==> src/rtl/dram_cache.sv <==
// dram_cache: direct-mapped, write-through, write-allocate word cache that sits
// between the core and the SDRAM controller. Core side and memory side use the
// same level-request / pulse-response protocol, so it is transparent on the path.
//
// Ports:
//   clk, rst              clock, synchronous active-high reset
//   flush                 invalidates every line in one cycle
//   cpu_addr/cpu_data_in  core word address / write data
//   cpu_req_read/_write   core requests (level, held until the response pulse)
//   cpu_data_out          read data (registered)
//   cpu_data_valid        one-cycle read-done pulse
//   cpu_write_complete    one-cycle write-done pulse
//   mem_addr/mem_data_out controller address / write data
//   mem_req_read/_write   controller requests (level)
//   mem_data_in           controller read data
//   mem_data_valid        controller read-done pulse
//   mem_write_complete    controller write-done pulse
//   hit_count/miss_count  wrapping read-hit / read-miss counters
module dram_cache #(
   parameter int unsigned INDEX_BITS = 6
) (
   input  logic        clk,
   input  logic        rst,
   input  logic        flush,
   input  logic [23:0] cpu_addr,
   input  logic [31:0] cpu_data_in,
   input  logic        cpu_req_read,
   input  logic        cpu_req_write,
   output logic [31:0] cpu_data_out,
   output logic        cpu_data_valid,
   output logic        cpu_write_complete,
   output logic [23:0] mem_addr,
   output logic [31:0] mem_data_out,
   output logic        mem_req_read,
   output logic        mem_req_write,
   input  logic [31:0] mem_data_in,
   input  logic        mem_data_valid,
   input  logic        mem_write_complete,
   output logic [15:0] hit_count,
   output logic [15:0] miss_count
);

   localparam int unsigned TAG_BITS = 24 - INDEX_BITS;
   localparam int unsigned Lines    = 1 << INDEX_BITS;

   typedef enum logic [2:0] {StIdle, StLookup, StMissRd, StWrMem, StDone} state_e;

   state_e                state_q, state_d;
   logic [23:0]           addr_q, addr_d;
   logic [31:0]           wdata_q, wdata_d;
   logic [Lines-1:0]      valid_q, valid_d;
   logic [31:0]           cpu_data_out_q, cpu_data_out_d;
   logic                  cpu_data_valid_q, cpu_data_valid_d;
   logic                  cpu_write_complete_q, cpu_write_complete_d;
   logic [23:0]           mem_addr_q, mem_addr_d;
   logic [31:0]           mem_data_out_q, mem_data_out_d;
   logic                  mem_req_read_q, mem_req_read_d;
   logic                  mem_req_write_q, mem_req_write_d;
   logic [15:0]           hit_q, hit_d;
   logic [15:0]           miss_q, miss_d;

   // Tag/data arrays: plain memories with a registered read port, no reset.
   logic [TAG_BITS-1:0]   tag_mem [Lines];
   logic [31:0]           data_mem [Lines];
   logic [TAG_BITS-1:0]   tag_rd_q;
   logic [31:0]           data_rd_q;
   logic                  arr_re, arr_we;
   logic [31:0]           arr_wdata;

   logic [INDEX_BITS-1:0] idx_q, rd_idx;
   logic [TAG_BITS-1:0]   tag_q;
   logic                  lookup_hit;

   assign idx_q      = addr_q[INDEX_BITS-1:0];
   assign tag_q      = addr_q[23:INDEX_BITS];
   assign rd_idx     = cpu_addr[INDEX_BITS-1:0];
   assign lookup_hit = valid_q[idx_q] && (tag_rd_q == tag_q);

   always_comb begin
      state_d              = state_q;
      addr_d               = addr_q;
      wdata_d              = wdata_q;
      cpu_data_out_d       = cpu_data_out_q;
      cpu_data_valid_d     = 1'b0;
      cpu_write_complete_d = 1'b0;
      mem_addr_d           = mem_addr_q;
      mem_data_out_d       = mem_data_out_q;
      mem_req_read_d       = mem_req_read_q;
      mem_req_write_d      = mem_req_write_q;
      hit_d                = hit_q;
      miss_d               = miss_q;
      arr_re               = 1'b0;
      arr_we               = 1'b0;
      arr_wdata            = wdata_q;

      unique case (state_q)
         StIdle: begin
            // Write has priority over a simultaneous read.
            if (cpu_req_write) begin
               addr_d          = cpu_addr;
               wdata_d         = cpu_data_in;
               mem_addr_d      = cpu_addr;
               mem_data_out_d  = cpu_data_in;
               mem_req_write_d = 1'b1;
               state_d         = StWrMem;
            end else if (cpu_req_read) begin
               addr_d  = cpu_addr;
               arr_re  = 1'b1;
               state_d = StLookup;
            end
         end
         StLookup: begin
            if (lookup_hit) begin
               cpu_data_out_d   = data_rd_q;
               cpu_data_valid_d = 1'b1;
               hit_d            = hit_q + 16'd1;
               state_d          = StDone;
            end else begin
               mem_addr_d     = addr_q;
               mem_req_read_d = 1'b1;
               miss_d         = miss_q + 16'd1;
               state_d        = StMissRd;
            end
         end
         StMissRd: begin
            if (mem_data_valid) begin
               mem_req_read_d   = 1'b0;
               arr_we           = 1'b1;
               arr_wdata        = mem_data_in;
               cpu_data_out_d   = mem_data_in;
               cpu_data_valid_d = 1'b1;
               state_d          = StDone;
            end
         end
         StWrMem: begin
            if (mem_write_complete) begin
               mem_req_write_d      = 1'b0;
               arr_we               = 1'b1;
               arr_wdata            = wdata_q;
               cpu_write_complete_d = 1'b1;
               state_d              = StDone;
            end
         end
         StDone:  state_d = StIdle;
         default: state_d = StIdle;
      endcase

      valid_d = valid_q;
      if (arr_we) begin
         valid_d[idx_q] = 1'b1;
      end
      // A flush on the same edge as a fill leaves the line invalid.
      if (flush) begin
         valid_d = '0;
      end
   end

   always_ff @(posedge clk) begin
      if (rst) begin
         state_q              <= StIdle;
         addr_q               <= '0;
         wdata_q              <= '0;
         valid_q              <= '0;
         cpu_data_out_q       <= '0;
         cpu_data_valid_q     <= 1'b0;
         cpu_write_complete_q <= 1'b0;
         mem_addr_q           <= '0;
         mem_data_out_q       <= '0;
         mem_req_read_q       <= 1'b0;
         mem_req_write_q      <= 1'b0;
         hit_q                <= '0;
         miss_q               <= '0;
      end else begin
         state_q              <= state_d;
         addr_q               <= addr_d;
         wdata_q              <= wdata_d;
         valid_q              <= valid_d;
         cpu_data_out_q       <= cpu_data_out_d;
         cpu_data_valid_q     <= cpu_data_valid_d;
         cpu_write_complete_q <= cpu_write_complete_d;
         mem_addr_q           <= mem_addr_d;
         mem_data_out_q       <= mem_data_out_d;
         mem_req_read_q       <= mem_req_read_d;
         mem_req_write_q      <= mem_req_write_d;
         hit_q                <= hit_d;
         miss_q               <= miss_d;
      end
   end

   always_ff @(posedge clk) begin
      if (arr_we) begin
         tag_mem[idx_q]  <= tag_q;
         data_mem[idx_q] <= arr_wdata;
      end
      if (arr_re) begin
         tag_rd_q  <= tag_mem[rd_idx];
         data_rd_q <= data_mem[rd_idx];
      end
   end

   assign cpu_data_out       = cpu_data_out_q;
   assign cpu_data_valid     = cpu_data_valid_q;
   assign cpu_write_complete = cpu_write_complete_q;
   assign mem_addr           = mem_addr_q;
   assign mem_data_out       = mem_data_out_q;
   assign mem_req_read       = mem_req_read_q;
   assign mem_req_write      = mem_req_write_q;
   assign hit_count          = hit_q;
   assign miss_count         = miss_q;

endmodule

==> config.mk <==
export PLATFORM = sky130hd
export DESIGN_NAME = dram_cache
export DESIGN_NICKNAME = d
export VERILOG_FILES = /design/src/rtl/dram_cache.sv
export SDC_FILE = /design/constraint.sdc
export NUM_CORES = 2
export LEC_CHECK = 0
export CAP_MARGIN = 20
export CORE_ASPECT_RATIO = 0.75
export CORE_UTILIZATION = 45
export CTS_CLUSTER_DIAMETER = 100
export DETAILED_ROUTE_END_ITERATION = 16
export DONT_BUFFER_PORTS = 1
export GPL_TIMING_DRIVEN = 1
export HOLD_SLACK_MARGIN = 0.12
export PLACE_DENSITY = 0.6
export SLEW_MARGIN = 20
export SYNTH_ARGS = -nofsm -noshare
export SYNTH_HDL_FRONTEND = slang
export SYNTH_SLANG_ARGS = --single-unit
==> constraint.sdc <==
create_clock -name clk -period 5.9 [get_ports clk]
set_input_delay 1.475 -clock clk [delete_from_list [all_inputs] [get_ports clk]]
set_output_delay 1.475 -clock clk [all_outputs]
set_load 0.005 [all_outputs]
==> results.cfg <==
[sta]
finalCritPeriodShare_pct = 86.54
finalSetupViolCount = 0
slew_viol_final = 0
rsz0062_at_grt = no
hold_viol = 0
tightest_slew_ns = 1.423
slew-limit-headroom_pct = 5.105
period_minus_slack_ns = 5.106
whs_ns = 0.4649
setup_tns_ns = 0
clock.fmax_mhz = 195.8
fin_skew_ns = 0.06208

[setup_path]
r2r_setup_slack_ns = 1.74
endpoint_kind = flop
crit_type = in2reg
reg2reg_to = cpu_data_out[23]
reg2reg_depth = 9
start_kind = input pin
path_buf_inv = 5
slowest_stage = mux4_2
critical_path_arrival_ns = 5.71
cp_slowest_stage_delay_ns = 0.59
cp_top_family = buffers and inverters
crit_required_ns = 6.51
crit_path_frequent_cell = buf_16
reg2reg_from = addr_q[14]
crit_fanout = 84
path_cells = buf_16 -> buf_16 -> buf_16 -> buf_16 -> buf_16 -> mux4_2 -> mux4_2 -> mux4_2

[run]
maxCapViolCount = 0

[cells_and_area]
fin_util_pct = 51.47
nNetsFinal = 6146
area_growth_pct = 13.16
nFillCells = 22150
instances_no_fill = 10210
stdcell_area_sq_um = 149700
drive_above_1_share_pct = 29.24

[logic_synthesis]
ys.flop_type = edfxtp_1
synth_edf_count = 3250
synth_area_leaders = edfxtp_1, mux4_2, dfxtp_1, nand2_1, clkbuf_1
synth_common_cells = edfxtp_1, mux4_2, nand2_1
netlist-cell-type-count = 49
ys_async_sr_fraction_pct = 0
synth_top_area_cell = edfxtp_1
yosys_register_bits = 3465
synth_top_area_share_pct = 73.80
syn_inst = 5825
yosysWarnings = 0
syn_area_per_cell_sq_um = 22.70
syn_nets = 5922
ys_seq_area_share_pct = 77.05
syn-cell-area_sq_um = 132200
synth.most_common_cell = edfxtp_1

[clock_network]
cts_root_buffer = clkbuf_16
ctsResizeCount = 0
clock_latency_ns = 0.89
cts_tree = done
postCtsHoldBufs = 0
clockBufferDepth = 4
clock_sinks = 3465
cts_setup_buffers = 0
cts_buffers = 338
clkTransAtPathRegs_ns = 0.06
htreeDepth = 5

[die]
dieWidth_um = 628.0
ios = 219
die_y_um = 471.5
initial_core_util_pct = 45.48
rows = 171
die_area_sq_um = 296100
core_area_sq_um = 290800

[detailed_routing]
drc_errors = 0
first_pass_iters = 6
via_per_inst = 6.406
wl_per_cell_um = 37.04
vias = 65390
ant_nets = 0
drt_iter0_drc = 10090
wl_um = 378100

[pwr]
max-vdd-ir-drop_uv = 234.3
pwr-share-comb_pct = 5.4
p_seq_share_pct = 54.0
power_frac_clock_pct = 40.6
switching_share_pct = 21.51
power.switching_mw = 11.07
p_int_mw = 40.41
p_leak_nw = 46.50
cellPowerDensity_nw_per_um2 = 344.0

[place]
io_buffers = 0
dp.cells = 9596
gp_congestion = 0.7924
dpl_cell_area_sq_um = 139000
hpwl_um = 193500

[worst_hold_path]
hp-start = valid_q[6]
hold_class = reg2reg
hold_end = valid_q[6]
hold_depth = 1

[global_routing]
grt_pass1_wl_um = 520800
grt_overflow = 0
antenna_found_initial = 13
track_usage_pct = 25.38
grt_pass1_vias = 63480
grt_max_degree = 203

[run_status]
status = finished clean
-- layer usage --
layer | vias up | part of all wire, % | GRT usage [%]
met3 | 576 | 11 | 5.265
met1 | 35890 | 41 | 37.54
li1 | 25130 | - | -
met2 | 3794 | 46 | 38.65
met5 | - | 0 | 0
met4 | 0 | 2.7 | 6.834
-- final cells by class --
cell class                      instances  area (sq um)  share of cell area, %
Antenna cell                            6         15.01                0.01003
Clock buffer                          414          9059                  6.053
Clock inverter                        186          1420                 0.9489
Inverter                                6         22.52                0.01505
Multi-Input combinational cell       2016         29570                  19.76
Sequential cell                      3465        101900                  68.10
Tap cell                             3892          4870                  3.254
Timing Repair Buffer                  222          2780                  1.858
-- sequential cells by signal, summed over array words and instances (netlist names) --
register,cells
cpu_data_valid,1
tag_rd_q,18
data_rd_q,32
hit_count,16
cpu_write_complete,1
cpu_data_out,32
data_mem,2048
mem_req_read,1
miss_count,16
addr_q,24
mem_addr,24
tag_mem,1152
state_q,3
mem_req_write,1
valid_q,64
mem_data_out,32
-- layout by cell type, fill, tap and decap left out, types with 7 or more instances in the layout --
cell type   Yosys  routed
dfxtp_1       215     196
clkinv_1        1      98
nand2_1       311     291
nand3_1        43      43
mux2_2         23      23
or4_1           7       7
clkbuf_16       0     350
xor2_1         13      13
nor2_1         78      12
o21ai_0       115     115
buf_12          0      57
clkinvlp_4      0       9
inv_6           0       8
clkbuf_1      218      58
nor2b_1         9       9
edfxtp_1     3250    3250
a21oi_1       113     113
dfxtp_2         0      19
buf_4           1     145
o311a_1        32      32
and3_1          9       9
nand2_4         0      12
buf_16          0      20
or3_1          14      14
xnor2_1         7       7
bufinv_16       0      21
mux4_2       1037    1037
clkinv_2        0      46
nor2_4          0      66
nand2_2         0       8
o21a_1         66      66
mux2i_1        72      72
-- worst reg2reg max path, delay by kind of cell (launching register included) --
family                    cells  cell delay, ns
DFF                           1            0.32
and+or+nand+nor               3            1.57
xor gates and xnor gates      1            0.25
AOI/OAI and AO/OA             3            0.87
buffers and inverters         2            1.04
-- power by group through the flow --
stage          sequential, mW  clock [mW]  combinational (mW)
3_5_place_dp             28.3           0                2.79
2_1_floorplan            28.3           0                1.82
4_1_cts                  27.8        21.1                2.79
6_report                 27.8        20.9                2.80
3_3_place_gp             28.3           0                2.58
5_1_grt                  27.8        22.0                2.99
-- per-stage QoR --
step	power [mW]	setup WS [ns]
after global routing	52.77	0.4728
after global placement	30.89	-0.3045
after detailed placement	31.10	-0.4642
final	51.48	0.7940
after floorplan	30.15	1.218
after CTS	51.71	0.5241
-- how the worst max path moves through the flow --
| stage | slack [ns] | to | start | cells after the start |
|---|---|---|---|---|
| after detailed placement | -0.46 | data_rd_q[26] | cpu_addr[0] | 7 |
| final | 0.79 | data_rd_q[26] | cpu_addr[0] | 8 |
| after global placement | -0.30 | data_rd_q[4] | cpu_addr[0] | 6 |
| after CTS | 0.52 | data_rd_q[26] | cpu_addr[0] | 7 |
| after global routing | 0.47 | data_rd_q[26] | cpu_addr[0] | 8 |
| after floorplan | 1.22 | data_mem[40][0] | mem_write_complete | 4 |
-- cells by family after synthesis --
logic type	share of synthesized area, %
flip-flops	77.05
multiplexers	18.42
AND/OR/NAND/NOR	1.662
AO/OA/AOI/OAI	1.641
buffers and inverters	1.075
XOR/XNOR	0.1325
adder cells (fa/ha/maj)	0.01892
(Power assumes the default switching activity.)
